File: src/rtl/riscv_mem_pkg.sv
// Shared types and default widths for the unified memory port arbiter.
// Used by mem_port_arbiter.
package riscv_mem_pkg;

    localparam int ADDR_W_DEF       = 32;
    localparam int DATA_W_DEF       = 32;
    localparam int STARVE_LIMIT_DEF = 4;

    typedef enum logic [1:0] {
        IDLE,
        ISSUE,
        WAIT_R
    } arb_state_e;

    typedef enum logic {
        OWN_IF,
        OWN_DM
    } arb_owner_e;

endpackage

File: src/rtl/mem_port_arbiter.sv
// Shares one memory port between fetch (IF) and data (MEM); data has priority.
// Define MEM_ARB_STARVE_GUARD_EN to force IF through after STARVE_LIMIT losses.
module mem_port_arbiter
    import riscv_mem_pkg::*;
#(
    parameter int ADDR_W = ADDR_W_DEF,
    parameter int DATA_W = DATA_W_DEF
`ifdef MEM_ARB_STARVE_GUARD_EN
    ,
    parameter int STARVE_LIMIT = STARVE_LIMIT_DEF
`endif
) (
    input  logic                  clk,
    input  logic                  reset,
    input  logic                  if_req,
    input  logic [ADDR_W-1:0]     if_addr,
    output logic                  if_gnt,
    output logic                  if_rvalid,
    output logic [DATA_W-1:0]     if_rdata,
    input  logic                  dm_req,
    input  logic                  dm_we,
    input  logic [ADDR_W-1:0]     dm_addr,
    input  logic [DATA_W-1:0]     dm_wdata,
    input  logic [DATA_W/8-1:0]   dm_be,
    output logic                  dm_gnt,
    output logic                  dm_rvalid,
    output logic [DATA_W-1:0]     dm_rdata,
    output logic                  mem_req,
    output logic                  mem_we,
    output logic [ADDR_W-1:0]     mem_addr,
    output logic [DATA_W-1:0]     mem_wdata,
    output logic [DATA_W/8-1:0]   mem_be,
    input  logic                  mem_ready,
    input  logic                  mem_rvalid,
    input  logic [DATA_W-1:0]     mem_rdata
);

    arb_state_e           state_q, state_d;
    arb_owner_e           owner_q, owner_d;
    logic                 we_q, we_d;
    logic [ADDR_W-1:0]    addr_q, addr_d;
    logic [DATA_W-1:0]    wdata_q, wdata_d;
    logic [DATA_W/8-1:0]  be_q, be_d;
    logic [DATA_W-1:0]    if_rdata_q, if_rdata_d;
    logic [DATA_W-1:0]    dm_rdata_q, dm_rdata_d;

    logic any_req;
    logic pick_dm;
    logic issue;
    logic rd_ret;

    assign any_req = if_req | dm_req;

`ifdef MEM_ARB_STARVE_GUARD_EN
    localparam int CNT_W = $clog2(STARVE_LIMIT + 1);

    logic [CNT_W-1:0] cnt_q, cnt_d;
    logic             force_if;

    assign force_if = if_req && (cnt_q == CNT_W'(STARVE_LIMIT));
    assign pick_dm  = dm_req && !force_if;

    // Count only decisions where IF was actually waiting and lost.
    always_comb begin
        cnt_d = cnt_q;
        if (state_q == IDLE && if_req) begin
            if (!pick_dm) begin
                cnt_d = '0;
            end else if (cnt_q != CNT_W'(STARVE_LIMIT)) begin
                cnt_d = cnt_q + CNT_W'(1);
            end
        end
    end

    always_ff @(posedge clk or negedge reset) begin
        if (!reset) begin
            cnt_q <= '0;
        end else begin
            cnt_q <= cnt_d;
        end
    end
`else
    assign pick_dm = dm_req;
`endif

    always_ff @(posedge clk or negedge reset) begin
        if (!reset) begin
            state_q <= IDLE;
        end else begin
            state_q <= state_d;
        end
    end

    always_comb begin
        state_d = state_q;
        unique case (state_q)
            IDLE: begin
                if (any_req) begin
                    state_d = ISSUE;
                end
            end
            ISSUE: begin
                if (mem_ready) begin
                    state_d = we_q ? IDLE : WAIT_R;
                end
            end
            WAIT_R: begin
                if (mem_rvalid) begin
                    state_d = IDLE;
                end
            end
            default: state_d = IDLE;
        endcase
    end

    always_comb begin
        issue     = (state_q == ISSUE);
        rd_ret    = (state_q == WAIT_R) && mem_rvalid;
        mem_req   = issue;
        mem_we    = issue && we_q;
        mem_addr  = issue ? addr_q : '0;
        mem_wdata = issue ? wdata_q : '0;
        mem_be    = issue ? be_q : '0;
        if_gnt    = issue && mem_ready && (owner_q == OWN_IF);
        dm_gnt    = issue && mem_ready && (owner_q == OWN_DM);
        if_rvalid = rd_ret && (owner_q == OWN_IF);
        dm_rvalid = rd_ret && (owner_q == OWN_DM);
        if_rdata  = if_rvalid ? mem_rdata : if_rdata_q;
        dm_rdata  = dm_rvalid ? mem_rdata : dm_rdata_q;
    end

    // Payload is captured only on the IDLE decision.
    always_comb begin
        owner_d    = owner_q;
        we_d       = we_q;
        addr_d     = addr_q;
        wdata_d    = wdata_q;
        be_d       = be_q;
        if_rdata_d = if_rdata;
        dm_rdata_d = dm_rdata;
        if (state_q == IDLE && any_req) begin
            owner_d = pick_dm ? OWN_DM : OWN_IF;
            we_d    = pick_dm && dm_we;
            addr_d  = pick_dm ? dm_addr : if_addr;
            wdata_d = pick_dm ? dm_wdata : '0;
            be_d    = pick_dm ? dm_be : '1;
        end
    end

    always_ff @(posedge clk or negedge reset) begin
        if (!reset) begin
            owner_q    <= OWN_IF;
            we_q       <= 1'b0;
            addr_q     <= '0;
            wdata_q    <= '0;
            be_q       <= '0;
            if_rdata_q <= '0;
            dm_rdata_q <= '0;
        end else begin
            owner_q    <= owner_d;
            we_q       <= we_d;
            addr_q     <= addr_d;
            wdata_q    <= wdata_d;
            be_q       <= be_d;
            if_rdata_q <= if_rdata_d;
            dm_rdata_q <= dm_rdata_d;
        end
    end

endmodule

File: config.mk
export PLATFORM = sky130hd
export DESIGN_NAME = mem_port_arbiter
export DESIGN_NICKNAME = d
export VERILOG_FILES = /design/src/rtl/riscv_mem_pkg.sv /design/src/rtl/mem_port_arbiter.sv
export SDC_FILE = /design/constraint.sdc
export NUM_CORES = 1
export LEC_CHECK = 0
export CORE_ASPECT_RATIO = 0.5
export CORE_UTILIZATION = 41
export CTS_BUF_LIST = sky130_fd_sc_hd__clkbuf_16
export CTS_CLUSTER_DIAMETER = 40
export CTS_CLUSTER_SIZE = 28
export DETAILED_ROUTE_END_ITERATION = 10
export PLACE_DENSITY = 0.8
export SYNTH_ARGS = -nofsm -noshare
export SYNTH_HDL_FRONTEND = slang
export SYNTH_SLANG_ARGS = --single-unit
File: constraint.sdc
create_clock -name clk -period 2.1 [get_ports clk]
set_clock_uncertainty 0.1 [all_clocks]
set_input_delay 0.21 -clock clk [delete_from_list [all_inputs] [get_ports clk]]
set_output_delay 0.21 -clock clk [all_outputs]
set_load 0.005 [all_outputs]
### After elaboration in Yosys (flattened, before gate mapping)

Index checks and enable logic that the tools add are counted.

| word-level totals | value |
|---|---|
| bits in registers | 136 |
| input port bits | 139 |
| output and inout bits | 138 |
| logic and storage cells | 40 |

| cells by class | value |
|---|---|
| equality and inequality tests | 5 |
| muxes and demuxes | 14 |
| bitwise gates (word level) | 2 |
| reduce and logical (&&, ||, !) cells | 11 |

Operator list:

| cell | number |
|---|---|
| 32-bit two-way mux | 6 |
| 1-bit logical AND | 9 |
| 2-bit two-way mux | 4 |
| 4-bit two-way mux | 2 |
| 2-bit one-hot mux with 3 select lines | 1 |
| 2-bit != test (second input constant) | 2 |
| 3-bit AND reduction | 1 |
| 2-bit by 1-bit equality test with 1-bit output (second input constant) | 1 |
| 2-bit equality test (second input constant) | 1 |
| 2-bit zero test | 1 |
| 2-bit by 1-bit != test with 1-bit output (second input constant) | 1 |
| 1-bit two-way mux | 1 |
| 1-bit inverter | 1 |
| 1-bit OR | 1 |

### Logic depth before layout (Yosys ltp)

| logic depth | value |
|---|---|
| depth in word-level cells | 4 |
| mapped depth | 5 |
| gate-level depth less buffers | 4 |

### Worst setup path after synthesis

No wires, ideal clock.

| path | value |
|---|---|
| path kind | register to output |
| from | register state_q[0] |
| to | output if_rdata[22] |
| arrival | 1.385 ns |
| required time | 1.790 ns |
| setup slack | 0.405 ns |
| cell stages (with the launch flop) | 5 |
| buffers on the path | 1 |
| cell sequence | dfrtp_1 nor2b_2 nor3b_4 buf_6 mux2_2 |

| between the ends | value |
|---|---|
| cells in the longest elaborated chain, start to end | 4 |

Ends and longest elaborated chain:

| what | RTL line | RTL |
|---|---|---|
| start: declaration | mem_port_arbiter.sv:38 | `arb_state_e state_q, state_d;` |
| start signal: assignment | mem_port_arbiter.sv:90 | `state_q <= state_d;` |
| 2-bit equality test | mem_port_arbiter.sv:118 | `rd_ret = (state_q == WAIT_R) && mem_rvalid;` |
| 1-bit logical AND | mem_port_arbiter.sv:118 |  |
| 1-bit logical AND | mem_port_arbiter.sv:126 | `if_rvalid = rd_ret && (owner_q == OWN_IF);` |
| named net if_rvalid | mem_port_arbiter.sv:18 | `output logic if_rvalid,` |
| 32-bit two-way mux | mem_port_arbiter.sv:128 | `if_rdata = if_rvalid ? mem_rdata : if_rdata_q;` |
| end: declaration | mem_port_arbiter.sv:19 | `output logic [DATA_W-1:0] if_rdata,` |

The timed path passes the listed nets, and every way through them passes these cells.

### Final worst setup path

| path | value |
|---|---|
| from | register state_q[1] |
| to | output if_rdata[21] |

| between the ends | value |
|---|---|
| cells in the longest elaborated chain, start to end | 4 |

Ends and longest elaborated chain:

| what | RTL line |
|---|---|
| 2-bit equality test | mem_port_arbiter.sv:118 |
| 1-bit logical AND | mem_port_arbiter.sv:118 |
| 1-bit logical AND | mem_port_arbiter.sv:126 |
| 32-bit two-way mux | mem_port_arbiter.sv:128 |

No other way between the ends.

==> impl_metrics.py <==
metrics = {
    "route": {
        "wl_um": 20900,
        "vias": 4912,
        "wl_per_cell_um": 21.7,
        "dr.pass1.iters": 4,
        "dr.first_iter.drc_count": 346,
        "drtAntennaViolNets": 0,
        "via_per_inst": 5.11,
        "route.detailed.drc": 0,
    },
    "clocking": {
        "clkTransAtPathRegs_ps": 60,
        "clock_sinks": 136,
        "clk-insertion-delay-late_ps": 410,
        "cts_root_buf": "clkbuf_16",
        "numCtsBuffers": 17,
        "clock_path_buffers": 2,
        "htree_levels": 4,
        "cts_tree": "built",
    },
    "power_and_ir_drop": {
        "leakagePower_nw": 5.05,
        "powerDensity_nw_per_um2": 1470,
        "power_switching_w": 0.00467,
        "vdd_drop_max_mv": 0.871,
        "pwr-share-clk": 0.213,
        "combPwrFrac": 0.500,
        "power.share.sequential": 0.287,
        "swShare": 0.303,
        "p_int_w": 0.0107,
    },
    "job": {
        "cap_violations": 0,
    },
    "synth": {
        "ys.flop_type": "dfrtp_1",
        "synth_fp_nets": 556,
        "netlist_area_um2": 5890,
        "syn_area_per_cell_um2": 14.1,
        "ys_seq_elements": 136,
        "yosysSeqAreaShare": 0.578,
        "yosys.cell_types.count": 22,
        "async_reset_ff_frac": 1.00,
        "synth_warnings": 0,
        "synth_most_common_cell": "dfrtp_1",
        "synth_area_leader_cell": "dfrtp_1",
        "synth_top_area_frac": 0.578,
        "synth-edff-count": 0,
        "yosys-top-cells-count": "dfrtp_1 (136), mux2_2 (128), and2_1 (69), a22o_1 (33), clkbuf_1 (11)",
        "syn_inst": 417,
        "synthTopCellsByArea": "dfrtp_1 (58%), mux2_2 (24%), and2_1 (7.3%)",
    },
    "critical_path": {
        "end_kind": "output port",
        "worst-path-buf-inv": 3,
        "crit_path_cell_trace": "nor2b_4 -> nor3b_4 -> buf_6 -> buf_6 -> mux2_2 -> dlygate4sd2_1",
        "cp.required_ps": 1790,
        "worst-setup-path-type": "flop to output port",
        "cp_top_family": "buffers and inverters",
        "worst_path_most_repeated_cell": "buf_6",
        "slowest_stage": "dfrtp_1",
        "critical_path.max_stage_delay_ps": 390,
        "worst-path-max-fanout": 5,
        "cp-start-kind": "flop",
        "worstPathArrival_ps": 2110,
    },
    "floorplan": {
        "io_pins": 277,
        "die_x_um": 171,
        "initial_utilization": 0.427,
        "die_h_um": 86.7,
        "dieArea_um2": 14900,
        "row_count": 30,
        "core_um2": 13800,
    },
    "placement": {
        "hpwl_um": 12000,
        "pre_cts_ws_ps": -301,
        "port_buffers": 276,
        "gp_congestion": 0.767,
        "post-place-cells": 878,
    },
    "sta": {
        "worst_slack_ps": -323,
        "min_period_ps": 2420,
        "fin_crit_sh": 1.15,
        "worstMarginPinSlew_ps": 477,
        "rsz0062_at_grt": "yes",
        "setup_viol": 102,
        "hold_viol_final": 0,
        "slew_violations": 0,
        "max_freq_mhz": 413,
        "max_slew_margin": 0.682,
    },
    "status": {
        "status": "finished with violations",
        "violations": "negative setup slack",
    },
    "hold_path": {
        "hold_class": "primary input to async pin",
    },
    "global_route": {
        "grt_max_degree": 50,
        "first_global_vias": 5205,
        "grt_pass1_wl_um": 28800,
        "gr-total-overflow": 0,
        "grt_use_total": 0.260,
        "antenna_found_initial": 0,
    },
    "finish": {
        "drive_gt1_frac": 0.436,
        "area_growth_pct": 77.7,
        "num-fill-cells": 822,
        "diodes": 0,
        "multiInputGateArea_um2": 2560,
        "regArea_um2": 3400,
        "final_cells": 962,
        "nets": 896,
    },
}
[through the flow]
step | total power (W) | TNS, ps | hold WS (ps) | util | cell area, um2
floorplan | 0.00699 | 0 | -186 | - | 5890
global placement | 0.0105 | -11210 | 79.0 | 0.655 | 9020
detailed placement | 0.0107 | -11560 | 77.2 | 0.655 | 9020
CTS | 0.0146 | -11390 | 206 | 0.748 | 10300
global route | 0.0161 | -20430 | 227 | 0.760 | 10500
finish | 0.0154 | -15760 | 202 | 0.760 | 10500
[logic make-up after synthesis]
logic type,share of synthesized area
DFF,0.578
muxes,0.245
and+or+nand+nor,0.0842
AOI/OAI and AO/OA,0.0616
buffers and inverters,0.0312
[layout by cell type, fill, tap and decap left out, types with 4 or more instances in the layout]
cell type / synthesis / routed
mux2_2: 128 / 68
bufinv_16: 0 / 5
a22o_1: 33 / 33
clkbuf_16: 0 / 20
dfrtp_1: 136 / 136
and2_1: 69 / 66
buf_16: 0 / 5
clkdlybuf4s50_1: 0 / 136
buf_6: 6 / 75
buf_2: 9 / 13
buf_12: 0 / 18
dlygate4sd2_1: 0 / 41
clkbuf_2: 0 / 25
inv_1: 4 / 6
o22a_1: 4 / 4
mux2_4: 0 / 60
buf_4: 2 / 26
[worst reg2reg max path, delay by kind of cell, from the launching register on]
| kind | cells | cell delay (ps) |
|---|---|---|
| AND/OR/NAND/NOR | 1 | 230 |
| AO/OA/AOI/OAI | 1 | 220 |
| buffers and inverters | 3 | 500 |
| flip-flops | 1 | 410 |
| multiplexers | 1 | 390 |
[final timing paths]
path	slack (ps)	end	from	cells past startpoint
max in group asynchronous	980	addr_q[21]	reset	3
worst max register to register	130	addr_q[21]	state_q[1]	6
worst min register to register	390	if_rdata_q[20]	if_rdata_q[20]	1
worst min-delay path	200	dm_rdata_q[2]	reset	2
min in group clk	300	wdata_q[15]	dm_wdata[15]	2
worst max-delay path	-320	if_rdata[21]	state_q[1]	6
[state kept, by name (all words and copies together), names as in the netlist]
signal	cells
wdata_q	32
be_q	4
dm_rdata_q	32
state_q	2
owner_q	1
addr_q	32
we_q	1
if_rdata_q	32
[power groups by stage]
stage | logic (W) | registers [W] | clock network [W]
finish | 0.00770 | 0.00442 | 0.00327
global route | 0.00811 | 0.00454 | 0.00342
CTS | 0.00694 | 0.00435 | 0.00328
detailed placement | 0.00632 | 0.00434 | 0
global placement | 0.00620 | 0.00429 | 0
floorplan | 0.00280 | 0.00418 | 0
[timing repair]
item / 4_1_cts / 5_1_grt
hold buffers: 1 / 0
gates resized for setup: 461 / 100
gates cloned: 7 / 5
endpoints found under the hold margin: 45 / 0
pin swaps: 1 / 0
buffers inserted: 29 / 19
endpoints found under the setup margin: 138 / 117
[metal layers]
metal | up-vias | track usage | wire [um]
met3 | 58 | 0.0571 | 920
li1 | 2155 | - | -
met2 | 173 | 0.470 | 11100
met5 | - | 0 | 0
met1 | 2526 | 0.295 | 8040
met4 | 0 | 0.128 | 740
[cell type report]
class / instances / share of cell area
clock inverter: 15 / 0.0201
multi-input combinational: 249 / 0.245
clock buffer: 17 / 0.0407
tap: 192 / 0.0230
timing repair buffer: 349 / 0.344
sequential: 136 / 0.325
inverter: 4 / 0.00215
No activity file was read; power rests on OpenSTA's default activity.
